## config.mk

```make
export PLATFORM = sky130hd
export DESIGN_NAME = spi_regctrl
export DESIGN_NICKNAME = d
export VERILOG_FILES = /design/src/rtl/spi_regctrl_pkg.sv /design/src/rtl/spi_regctrl_spisync.sv /design/src/rtl/spi_regctrl.sv
export SDC_FILE = /design/constraint.sdc
export NUM_CORES = 1
export LEC_CHECK = 0
export CAP_MARGIN = 10
export CELL_PAD_IN_SITES_DETAIL_PLACEMENT = 0
export CELL_PAD_IN_SITES_GLOBAL_PLACEMENT = 1
export CORE_MARGIN = 2
export CORE_UTILIZATION = 44
export CTS_CLUSTER_SIZE = 12
export DETAILED_ROUTE_END_ITERATION = 6
export GPL_ROUTABILITY_DRIVEN = 0
export PLACE_DENSITY = 0.83
export SLEW_MARGIN = 25
export SYNTH_ARGS = -nofsm -noshare
export SYNTH_HDL_FRONTEND = slang
export SYNTH_SLANG_ARGS = --single-unit
```

## constraint.sdc

```tcl
create_clock -name clk -period 6 [get_ports clk]
set_input_delay 0.9 -clock clk [delete_from_list [all_inputs] [get_ports clk]]
set_output_delay 0.9 -clock clk [all_outputs]
set_load 0.05 [all_outputs]
```

## src/rtl/spi_regctrl_pkg.sv

```systemverilog
// Shared types and sizes for the SPI register controller.
package spi_regctrl_pkg;

    localparam int NREGS = 16;
    localparam int ADDRW = 4;
    localparam int DATAW = 8;

    // SPI transaction tracker states
    typedef enum logic [2:0] {
        ST_IDLE   = 3'd0,
        ST_ADDR   = 3'd1,
        ST_READ   = 3'd2,
        ST_WRITE  = 3'd3,
        ST_COMMIT = 3'd4
    } state_e;

endpackage

```

## src/rtl/spi_regctrl_spisync.sv

```systemverilog
// Multi-flop synchronizer with rise/fall detection for one async level.
module spisync #(
    parameter int SYNCSTAGES = 2
) (
    input  logic clk,
    input  logic resetn,
    input  logic async_i,
    output logic level_o,
    output logic rise_o,
    output logic fall_o
);

    logic [SYNCSTAGES-1:0] sync_q;
    logic                  prev_q;

    // Shift the async level through the chain; prev_q holds the last synced value.
    always_ff @(posedge clk or negedge resetn) begin
        if (!resetn) begin
            sync_q <= '0;
            prev_q <= 1'b0;
        end else begin
            sync_q <= {sync_q[SYNCSTAGES-2:0], async_i};
            prev_q <= sync_q[SYNCSTAGES-1];
        end
    end

    assign level_o = sync_q[SYNCSTAGES-1];
    assign rise_o  = sync_q[SYNCSTAGES-1] & ~prev_q;
    assign fall_o  = ~sync_q[SYNCSTAGES-1] & prev_q;

endmodule

```

## src/rtl/spi_regctrl.sv

```systemverilog
// System-clock register bank behind the SPI slave, with a local host port.
// Handshake: hostrd/hostwr are levels held until hostack; hostack is a
// one-cycle pulse and a request is not sampled while hostack is high.
module spi_regctrl
    import spi_regctrl_pkg::*;
#(
    parameter int SYNCSTAGES = 2
) (
    input  logic         clk,
    input  logic         resetn,
    input  logic         spien,
    input  logic         rdt,
    input  logic         wrt,
    input  logic [3:0]   spiaddr,
    input  logic [7:0]   spiwrtdata,
    output logic [7:0]   spirddata,
    input  logic [3:0]   hostaddr,
    input  logic [7:0]   hostwrdata,
    input  logic         hostwr,
    input  logic         hostrd,
    output logic [7:0]   hostrddata,
    output logic         hostack,
    output logic [127:0] regout,
    output logic         regwrstb,
    output logic [3:0]   regwraddr,
    output logic         busy,
    output logic         spiabort,
    output logic [2:0]   dbg_state
);

    logic sen, sen_rise, sen_fall;
    logic srd, srd_rise, srd_fall;
    logic swr, swr_rise, swr_fall;
    logic sync_unused;

    spisync #(.SYNCSTAGES(SYNCSTAGES)) u_sync_en (
        .clk(clk), .resetn(resetn), .async_i(spien),
        .level_o(sen), .rise_o(sen_rise), .fall_o(sen_fall)
    );
    spisync #(.SYNCSTAGES(SYNCSTAGES)) u_sync_rd (
        .clk(clk), .resetn(resetn), .async_i(rdt),
        .level_o(srd), .rise_o(srd_rise), .fall_o(srd_fall)
    );
    spisync #(.SYNCSTAGES(SYNCSTAGES)) u_sync_wr (
        .clk(clk), .resetn(resetn), .async_i(wrt),
        .level_o(swr), .rise_o(swr_rise), .fall_o(swr_fall)
    );

    // Only some synchronizer outputs drive the FSM; the rest are intentionally idle.
    assign sync_unused = ^{sen_rise, sen_fall, srd, srd_fall, swr};

    state_e state_q, state_d;
    logic   spi_load_d;
    logic   abort_d;

    logic [DATAW-1:0] bank_q [NREGS];
    logic [DATAW-1:0] spirddata_q, hostrddata_q;
    logic             hostack_q, regwrstb_q, spiabort_q;
    logic [ADDRW-1:0] regwraddr_q;

    logic             host_go, host_wr_go;
    logic             bank_we;
    logic [ADDRW-1:0] bank_wa;
    logic [DATAW-1:0] bank_wd;

    // FSM state register
    always_ff @(posedge clk or negedge resetn) begin
        if (!resetn) state_q <= ST_IDLE;
        else         state_q <= state_d;
    end

    // Next-state logic, read-data load request and abort detection
    always_comb begin
        state_d    = state_q;
        spi_load_d = 1'b0;
        abort_d    = 1'b0;
        case (state_q)
            ST_IDLE: begin
                if (sen) state_d = ST_ADDR;
            end
            ST_ADDR: begin
                if (!sen) begin
                    state_d = ST_IDLE;
                end else if (srd_rise) begin
                    state_d    = ST_READ;
                    spi_load_d = 1'b1;
                end else if (swr_rise) begin
                    state_d = ST_WRITE;
                end
            end
            ST_READ: begin
                if (!sen) state_d = ST_IDLE;
            end
            ST_WRITE: begin
                // A falling wrt with select still high means the slave counter wrapped.
                if (swr_fall && sen) begin
                    state_d = ST_COMMIT;
                end else if (!sen) begin
                    state_d = ST_IDLE;
                    abort_d = 1'b1;
                end
            end
            ST_COMMIT: begin
                state_d = ST_IDLE;
            end
            default: state_d = ST_IDLE;
        endcase
    end

    // Host request acceptance; a host write defers for one cycle behind COMMIT
    assign host_go    = (hostrd | hostwr) & ~hostack_q & ~(hostwr & (state_q == ST_COMMIT));
    assign host_wr_go = host_go & hostwr;

    // Bank write port arbitration: SPI commit beats host write
    always_comb begin
        bank_we = 1'b0;
        bank_wa = '0;
        bank_wd = '0;
        if (state_q == ST_COMMIT) begin
            bank_we = 1'b1;
            bank_wa = spiaddr;
            bank_wd = spiwrtdata;
        end else if (host_wr_go) begin
            bank_we = 1'b1;
            bank_wa = hostaddr;
            bank_wd = hostwrdata;
        end
    end

    // Register bank storage
    always_ff @(posedge clk or negedge resetn) begin
        if (!resetn) begin
            for (int n = 0; n < NREGS; n++) bank_q[n] <= '0;
        end else if (bank_we) begin
            bank_q[bank_wa] <= bank_wd;
        end
    end

    // Registered side outputs: read data, acks and strobes
    always_ff @(posedge clk or negedge resetn) begin
        if (!resetn) begin
            spirddata_q  <= '0;
            hostrddata_q <= '0;
            hostack_q    <= 1'b0;
            regwrstb_q   <= 1'b0;
            regwraddr_q  <= '0;
            spiabort_q   <= 1'b0;
        end else begin
            if (spi_load_d) spirddata_q <= bank_q[spiaddr];
            // Reads the pre-write value when read and write share an ack
            if (host_go) hostrddata_q <= bank_q[hostaddr];
            hostack_q  <= host_go;
            regwrstb_q <= bank_we;
            if (bank_we) regwraddr_q <= bank_wa;
            spiabort_q <= abort_d;
        end
    end

    for (genvar g = 0; g < NREGS; g++) begin : g_regout
        assign regout[g*DATAW +: DATAW] = bank_q[g];
    end

    assign spirddata  = spirddata_q;
    assign hostrddata = hostrddata_q;
    assign hostack    = hostack_q;
    assign regwrstb   = regwrstb_q;
    assign regwraddr  = regwraddr_q;
    assign spiabort   = spiabort_q;
    assign busy       = (state_q != ST_IDLE);
    assign dbg_state  = state_q;

endmodule

```

==> results.py <==
metrics = {
    "worst_setup_path": {
        "worstPathRequired_ps": 6320,
        "crit_arrival_ps": 4020,
        "cp_max_fo": 11,
        "cp-end-kind": "register",
        "criticalPathCategory": "in2reg",
        "crit_path_start_kind": "input port",
    },
    "synth": {
        "mappedNetlistArea_sq_um": 8440,
        "syn_nets": 605,
        "yosys_warnings": 0,
        "synthFlopType": "dfrtp_1",
        "yosys_register_bits": 162,
        "ys_types": 48,
        "yosysSeqAreaShare": 0.480,
        "synth_enable_flop_cells": 0,
        "async_flop_share": 1.00,
        "syn_inst": 574,
        "post_synth.cell_area_avg_sq_um": 14.7,
    },
    "place": {
        "dp_cells": 957,
        "hpwl_mm": 18.6,
        "post_dp_cell_area_sq_um": 10400,
        "dpl_worst_slack_ps": 2000,
        "portBuffers": 185,
    },
    "routing": {
        "drtPass1Iterations": 5,
        "final_antenna_net_count": 0,
        "num_vias": 6163,
        "drt_wl_total_mm": 27.3,
        "remaining_drc_errors": 0,
        "via_per_inst": 6.23,
        "initialDrtViolationCount": 613,
        "avgRoutedWirePerCell_um": 27.6,
    },
    "grt": {
        "gr-total-overflow": 0,
        "gr-max-usage-layer": "met2",
        "grt_usage": 0.277,
        "grt_use_met1": 0.377,
        "grt_pass1_wl_mm": 40.9,
        "met3_usage": 0.0824,
        "grt_use_met2": 0.429,
        "antenna_found_initial": 0,
        "grt_pass1_vias": 6454,
        "grt_max_degree": 104,
    },
    "die": {
        "die_w_um": 143,
        "start_util": 0.450,
        "fp-row-count": 50,
        "dieArea_sq_um": 20300,
        "io-pin-count": 186,
        "core_region_area_sq_um": 18800,
        "fp.dieH_um": 143,
    },
    "power_and_ir_drop": {
        "p_switching_uw": 1310,
        "p_leak_uw": 0.00479,
        "power_density_nw_per_um2": 330,
        "p_sw_frac": 0.360,
        "p_clk_frac": 0.315,
        "intPower_uw": 2340,
        "vdd_ir_drop_max_v": 0.000208,
        "p_seq_frac": 0.375,
        "pwr-share-comb": 0.310,
    },
    "flow_run": {
        "drv_cap": 0,
    },
    "final_layout": {
        "fin_util": 0.589,
        "n_antenna_cell": 0,
        "final_nets": 773,
        "drive_above_1_share": 0.336,
        "final_cells": 989,
        "final_area_sq_um": 11100,
        "areaGrowthSynthToFinish_pct": 31.0,
    },
    "sta": {
        "finalCriticalPeriod_ps": 3700,
        "setup_violations": 0,
        "drv_slew": 0,
        "fmax_mhz": 270,
        "hold_viol_final": 0,
        "fin_worst_skew_ps": 11.6,
        "slew_headroom": 0.266,
        "grt_setup_unrepaired": "no",
        "finalCritPeriodShare": 0.616,
        "final.setup.tns_ps": 0,
        "max_slew.worst_pin.slew_ps": 1090,
        "finalWorstSetupSlack_ps": 2300,
    },
    "clock_network": {
        "ctsResizeCount": 0,
        "cts_hold_buf": 0,
        "ctsRootBufferMaster": "clkbuf_16",
        "cts.path.max_buffers": 2,
        "worstSkewPairLatency_ps": 440,
        "tritoncts": "built",
        "clkSlewWorstSetupHoldPaths_ps": 60,
        "cts_num_sinks": 162,
        "cts_buffers": 17,
        "htree_num_levels": 4,
        "post-cts-setup-buffer-count": 0,
    },
    "worst_hold_path": {
        "min_path_type": "reg2reg",
    },
    "outcome": {
        "outcome": "finished, final reports clean",
    },
}
[sequential cells by signal, indices dropped and copies added, names as in the netlist]
name	flops
hostack	1
regwrstb	1
dbg_state	3
u_sync_rd.sync_q	2
regwraddr	4
u_sync_rd.prev_q	1
hostrddata	8
u_sync_wr.sync_q	2
u_sync_en.sync_q	2
u_sync_wr.prev_q	1
spirddata	8
regout	128
spiabort	1
[final timing paths]
| path | startpoint | end | slack [ps] | cells after the start |
|---|---|---|---|---|
| worst max-delay path | hostwr | regout[28] | 2300 | 5 |
| worst min-delay path | u_sync_wr.sync_q[0] | u_sync_wr.sync_q[1] | 360 | 0 |
| worst max register to register | hostack | regout[28] | 3000 | 4 |
| worst min register to register | u_sync_wr.sync_q[0] | u_sync_wr.sync_q[1] | 360 | 0 |
| max in group asynchronous | resetn | hostack | 4070 | 2 |
| min in group asynchronous | resetn | regout[18] | 530 | 1 |
[cells in the mapped netlist (all sizes together), types with 4 or more instances]
| cell type | n | share of area |
|---|---|---|
| nor2 | 13 | 0.0058 |
| a211oi | 9 | 0.0080 |
| nor3 | 4 | 0.0024 |
| a21o | 8 | 0.0071 |
| nand3 | 17 | 0.010 |
| mux2i | 18 | 0.023 |
| buf | 23 | 0.015 |
| mux2 | 134 | 0.18 |
| o22ai | 8 | 0.0059 |
| mux4 | 64 | 0.17 |
| nand2b | 8 | 0.0059 |
| nand2 | 28 | 0.013 |
| dfrtp | 162 | 0.48 |
| a221o | 6 | 0.0071 |
| nor2b | 6 | 0.0044 |
| inv | 4 | 0.0018 |
| clkbuf | 21 | 0.0093 |
| a21oi | 8 | 0.0061 |
[final cells by class]
type                    instances  area (sq um)
clock inverters                13           173
well taps                     234           293
clock buffers                  19           453
flip-flops and latches        162          4050
repair buffers                193          1900
multi-input cells             363          4170
fillers                      1478          7710
inverters                       5          18.8
[through the flow]
stage,hold slack (ps),total power (uW)
floorplan,331,2080
global placement,344,2500
detailed placement,338,2510
CTS,370,3670
global route,374,3770
finish,365,3650
[critical path, stage by stage]
cell and delay (ps):
clkdlybuf4s50_1 620, nor2b_1 870, nand4_4 260, o31ai_2 940, mux2_2 420
[routing by layer]
layer  part of all wire  up-vias
li1                   -     2549
met2               0.47      326
met1               0.41     3236
met4              0.030        0
met5                  0        -
met3              0.088       52
[layout by cell type (no fill, tap or decap), drive strengths merged, types with 4 or more instances in the layout]
| cell | instances |
|---|---|
| a211oi | 9 |
| a21o | 8 |
| a21oi | 8 |
| a221o | 6 |
| buf | 11 |
| clkbuf | 20 |
| clkdlybuf4s50 | 181 |
| clkinv | 4 |
| dfrtp | 162 |
| inv | 9 |
| mux2 | 134 |
| mux2i | 18 |
| mux4 | 64 |
| nand2 | 28 |
| nand2b | 8 |
| nand3 | 17 |
| nor2 | 13 |
| nor2b | 6 |
| nor3 | 4 |
| o22ai | 8 |
[cell families (layout without fill, tap and decap cells)]
logic type	count (synthesis)	count (layout)	share of synthesized area
AOI/OAI and AO/OA	57	57	0.0645
DFF	162	162	0.480
buffers and inverters	49	230	0.0265
muxes	216	216	0.372
and+or+nand+nor	90	90	0.0566
[power groups by stage]
stage	clock [uW]	sequential, uW	combinational (uW)
final	1150	1370	1130
after global routing	1210	1390	1170
after CTS	1170	1370	1130
after detailed placement	0	1380	1130
after global placement	0	1380	1120
after floorplan	0	1770	311
Power figures use the tool's default switching activity.
